--- config.mk ---
export PLATFORM = sky130hd
export DESIGN_NAME = seq_decoder
export DESIGN_NICKNAME = d
export VERILOG_FILES = /design/src/rtl/seq_decoder.sv
export SDC_FILE = /design/constraint.sdc
export NUM_CORES = 1
export LEC_CHECK = 0
export BUFFER_PORTS_ARGS = -buffer_cell sky130_fd_sc_hd__buf_2
export CAP_MARGIN = 40
export CORE_AREA = 2 2 39 41
export CTS_CLUSTER_DIAMETER = 40
export CTS_CLUSTER_SIZE = 25
export DETAILED_ROUTE_END_ITERATION = 8
export DIE_AREA = 0 0 41 43
export PLACE_DENSITY_LB_ADDON = 0.15
export SYNTH_ARGS = -nofsm -noshare
export SYNTH_HDL_FRONTEND = slang
export SYNTH_SLANG_ARGS = --single-unit
--- constraint.sdc ---
create_clock -name clk -period 4.8 [get_ports clk]
set_input_delay 0.24 -clock clk [delete_from_list [all_inputs] [get_ports clk]]
set_output_delay 0.24 -clock clk [all_outputs]
set_load 0.03 [all_outputs]
--- src/rtl/seq_decoder.sv ---
// One-hot decoder driven by a registered index that can be loaded directly or
// scanned up, down or ping-pong, with a per-position dwell count and a wrap pulse.
module seq_decoder #(
  parameter int N          = 3,
  parameter int DWELL      = 1,
  parameter bit ACTIVE_LOW = 1'b0
) (
  input  logic              clk,
  input  logic              rst,
  input  logic              en,
  input  logic [1:0]        mode,
  input  logic              load,
  input  logic [N-1:0]      sel,
  input  logic              step,
  output logic [(1<<N)-1:0] y,
  output logic [N-1:0]      idx,
  output logic              wrap
);

  localparam int W  = 1 << N;
  localparam int CW = (DWELL > 1) ? $clog2(DWELL) : 1;

  localparam logic [1:0] MODE_DIRECT    = 2'b00;
  localparam logic [1:0] MODE_SCAN_UP   = 2'b01;
  localparam logic [1:0] MODE_SCAN_DOWN = 2'b10;
  localparam logic [1:0] MODE_PINGPONG  = 2'b11;

  localparam logic [N-1:0]  IDX_ONE  = N'(1);
  localparam logic [N-1:0]  IDX_MAX  = N'(W - 1);
  localparam logic [CW-1:0] CNT_ONE  = CW'(1);
  localparam logic [CW-1:0] CNT_LAST = CW'(DWELL - 1);

  logic [CW-1:0] cnt;
  logic          dir;
  logic          en_q;
  logic [1:0]    mode_q;

  logic [N-1:0]  next_idx;
  logic          next_dir;
  logic          next_wrap;
  logic          step_ok;
  logic [W-1:0]  y_act;

  assign step_ok = (mode != MODE_DIRECT) && en && step;

  // NOTE: every output of an always_comb gets a default first, so no path can
  // leave a signal unassigned and infer a latch.
  always_comb begin
    next_idx  = idx;
    next_dir  = dir;
    next_wrap = 1'b0;
    case (mode)
      MODE_SCAN_UP: begin
        next_idx  = idx + IDX_ONE;
        next_wrap = (idx == IDX_MAX);
      end
      MODE_SCAN_DOWN: begin
        next_idx  = idx - IDX_ONE;
        next_wrap = (idx == '0);
      end
      MODE_PINGPONG: begin
        if (!dir && idx == IDX_MAX) begin
          next_idx  = IDX_MAX - IDX_ONE;
          next_dir  = 1'b1;
          next_wrap = 1'b1;
        end else if (dir && idx == '0) begin
          next_idx  = IDX_ONE;
          next_dir  = 1'b0;
          next_wrap = 1'b1;
        end else begin
          next_idx = dir ? idx - IDX_ONE : idx + IDX_ONE;
        end
      end
      default: ;
    endcase
  end

  // NOTE: state is updated with non-blocking assignments so every register
  // samples the pre-edge values, independent of statement order.
  always_ff @(posedge clk) begin
    if (rst) begin
      idx    <= '0;
      cnt    <= '0;
      dir    <= 1'b0;
      en_q   <= 1'b0;
      mode_q <= MODE_DIRECT;
      wrap   <= 1'b0;
    end else begin
      en_q   <= en;
      mode_q <= mode;
      wrap   <= 1'b0;
      if (load) begin
        idx <= sel;
        cnt <= '0;
      end else if (mode != mode_q) begin
        // A mode change only re-arms the dwell count; movement starts next cycle.
        cnt <= '0;
        if (mode == MODE_SCAN_UP)   dir <= 1'b0;
        if (mode == MODE_SCAN_DOWN) dir <= 1'b1;
      end else if (step_ok) begin
        if (cnt != CNT_LAST) begin
          cnt <= cnt + CNT_ONE;
        end else begin
          cnt  <= '0;
          idx  <= next_idx;
          dir  <= next_dir;
          wrap <= next_wrap;
        end
      end
    end
  end

  // Decode only from registered state, so y has no path from any input.
  always_comb begin
    y_act      = '0;
    y_act[idx] = en_q;
  end

  assign y = ACTIVE_LOW ? ~y_act : y_act;

endmodule

==> impl_metrics.csv <==
group,metric,value,unit
floorplanning,die_w,41,um
timing,finalMaxSlewViolations,0,
critical_path,start_kind,"register",
finish,area_delta_synth_final,18.5,%
timing,worst_slew_pin_slew,0.341,ns
place,place_inst,121,
power,power_frac_comb,0.264,
critical_path,path_max_fanout,8,
power,switching_share,0.343,
clocking,cts_tree,"built",
synth,syn_avg_cell_area,7.30,um2
timing,maxSlewHeadroom,0.772,
routing,vias_per_cell,5.52,
floorplanning,row_count,14,
critical_path,r2r_setup_slack,2.92,ns
synth,yosys_warnings,0,
finish,final_common_cell,"buf_2",
min_path,min_to,"en_q$_SDFF_PP0_",
place,gp_congestion,0.829,
global_routing,grtUsageTotal,0.196,
clocking,postCtsSetupRepairBufs,0,
floorplanning,die_h,43,um
finish,antennaDiodeCount,0,
floorplanning,start_util,0.469,
timing,clock.fmax,531,MHz
synth,syn-num-nets,103,
timing,period_needed,1.88,ns
synth,synth_top_area_frac,0.247,
clocking,cts_sinks,8,
clocking,root_buffer,"clkbuf_4",
synth,synth-seq-area-share,0.247,
global_routing,grt_pass1_wl,2350,um
floorplanning,ios,22,
synth,synth_area,649,um2
routing,num_vias,685,
synth,synth_simple_gate_area_frac,0.308,
synth,synth_top_family_by_area,"simple AND/OR/NAND/NOR gates",
clocking,ctsResizeCount,0,
synth,synth_xor_area_frac,0.0135,
flow_run,maxCapViolCount,0,
routing,ant_nets,0,
power,power.density,234,nW/um2
clocking,clockBufferDepth,2,
power,seq_power_share,0.425,
clocking,ctsHoldBuffers,0,
critical_path,end_kind,"register",
synth,synth-seq-cells,8,
routing,wire_per_inst,12.0,um
finish,final_nets,124,
synth,synthAdderAreaFrac,0.0771,
power,ir_drop,0.0000968,V
finish,layout-drive-gt1-share,0.250,
critical_path,r2r-end,"dir$_SDFFE_PP0P_",
synth,synth_top_cell_by_area,"dfxtp_1",
min_path,hold_start,"en",
routing,firstDrtPassIters,4,
critical_path,r2r_cells,7,
timing,hold_viol_final,0,
timing,rsz0062_at_grt,"false",
place,dpl.hpwl,1120,um
global_routing,grt_pass1_vias,553,
finish,nFillCells,148,
min_path,hold_class,"in2reg",
power,switchingPower,0.0000617,W
floorplanning,core-area,1380,um2
synth,muxShareOfSynthArea,0.0173,
timing,whs,0.209,ns
synth,synth_area_leaders,"dfxtp_1, a21oi_1, ha_1",
min_path,worstHoldPathCells,2,
place,portBuffers,21,
global_routing,grt-ovfl-total,0,
timing,fin_skew,0.0154,ns
power,p_leak,0.353,nW
critical_path,reg2reg_from,"idx[1]$_SDFFE_PP0P_",
timing,finalCritPeriodShare,0.393,
timing,setup_viol,0,
floorplanning,dieArea,1760,um2
finish,final_cell_mix,"buf_2, a21oi_1, nand2_1, nor2_1",
finish,final_cells,124,
clocking,htreeDepth,1,
routing,drtIter0Drc,8,
power,clkPwrFrac,0.311,
critical_path,worstPathArrival,2.06,ns
routing,finalWirelength,1490,um
finish,regArea,160,um2
power,p_int,0.000118,W
finish,multiInputGateArea,432,um2
synth,synth_cells,89,
critical_path,crit_type,"reg2reg",
global_routing,grt_max_degree,13,
run_status,status,"complete, no violations",
clocking,cts_buffers,3,
timing,fin_tns_setup,0,ns
clocking,clk_pin_slew,0.07,ns
critical_path,critPathRequiredTime,4.97,ns
synth,ys_types,33,
routing,drc,0,
clocking,clk_latency,0.27,ns
global_routing,antenna_found_initial,0,
synth,synth_compound_area_frac,0.249,
## worst max-delay path: stages, from the launching register on
cell,delay [ns]
dfxtp_1,0.46
ha_1,0.20
ha_1,0.20
nor2b_1,0.20
a21oi_1,0.06
or3_1,0.36
nor4b_1,0.15
a211oi_1,0.16
## power groups by stage
stage / sequential, W / clock [W] / combinational, W
6_report: 0.0000764 / 0.0000560 / 0.0000475
2_1_floorplan: 0.0000791 / 0 / 0.0000342
3_3_place_gp: 0.0000776 / 0 / 0.0000471
3_5_place_dp: 0.0000778 / 0 / 0.0000475
5_1_grt: 0.0000772 / 0.0000609 / 0.0000538
4_1_cts: 0.0000763 / 0.0000559 / 0.0000477
## kinds of logic (layout without fill, tap and decap cells)
family,after synthesis,after routing
simple gates,38,38
compound gates,24,24
buf+inv,13,32
flops,8,8
fa+ha+maj,4,4
xor+xnor,1,1
mux,1,1
## registers in the layout, indices dropped and copies added (netlist names)
| register | count |
|---|---|
| en_q | 1 |
| dir | 1 |
| mode_q | 2 |
| idx | 3 |
| wrap | 1 |
## cells in the mapped netlist
master     instances
a21oi_1           11
nand2_1           10
nor2_1            10
dfxtp_1            8
inv_1              8
ha_1               4
nand2b_1           4
clkbuf_1           3
nor2b_1            3
a31oi_1            2
nand3b_1           2
nor3_1             2
o21ai_0            2
a211o_1            1
a211oi_1           1
a221oi_1           1
a311oi_2           1
a32oi_1            1
and4bb_1           1
buf_2              1
buf_6              1
mux2_2             1
nand3_1            1
nor4_1             1
nor4b_1            1
o22ai_1            1
o2bb2ai_1          1
o41a_1             1
o41ai_1            1
or2_4              1
or3_1              1
or3b_1             1
xnor2_1            1
## area by class of cell
type / count / share of cell area
Tap cell: 16 / 0.0260
Timing Repair Buffer: 21 / 0.137
Sequential cell: 8 / 0.208
Clock buffer: 3 / 0.0293
Multi-Input combinational cell: 68 / 0.561
Inverter: 8 / 0.0390
## worst max-delay path by stage
stage	from	endpoint	cells after the start
floorplan	idx[1]$_SDFFE_PP0P_	dir$_SDFFE_PP0P_	7
global placement	idx[0]$_SDFFE_PP0P_	idx[2]$_SDFFE_PP0P_	7
detailed placement	idx[1]$_SDFFE_PP0P_	dir$_SDFFE_PP0P_	7
CTS	idx[1]$_SDFFE_PP0P_	dir$_SDFFE_PP0P_	7
global route	idx[1]$_SDFFE_PP0P_	dir$_SDFFE_PP0P_	7
finish	idx[1]$_SDFFE_PP0P_	dir$_SDFFE_PP0P_	7
## metrics by stage
stage | area, um2 | utilization | total power, W | worst slack [ns]
floorplan | 649 | - | 0.000113 | 2.90
finish | 769 | 0.556 | 0.000180 | 2.92
detailed placement | 747 | 0.540 | 0.000125 | 2.98
global placement | 747 | 0.540 | 0.000125 | 3.03
CTS | 769 | 0.556 | 0.000180 | 2.93
global route | 769 | 0.556 | 0.000192 | 2.71
## per-layer routing
| metal | part of all wire | track usage | vias to the layer above |
|---|---|---|---|
| li1 | - | - | 354 |
| met1 | 0.44 | 0.235 | 309 |
| met2 | 0.49 | 0.306 | 17 |
| met3 | 0.044 | 0.0471 | 5 |
| met4 | 0.024 | 0.100 | 0 |
| met5 | 0 | 0 | - |
No activity file was read; power rests on OpenSTA's default activity.
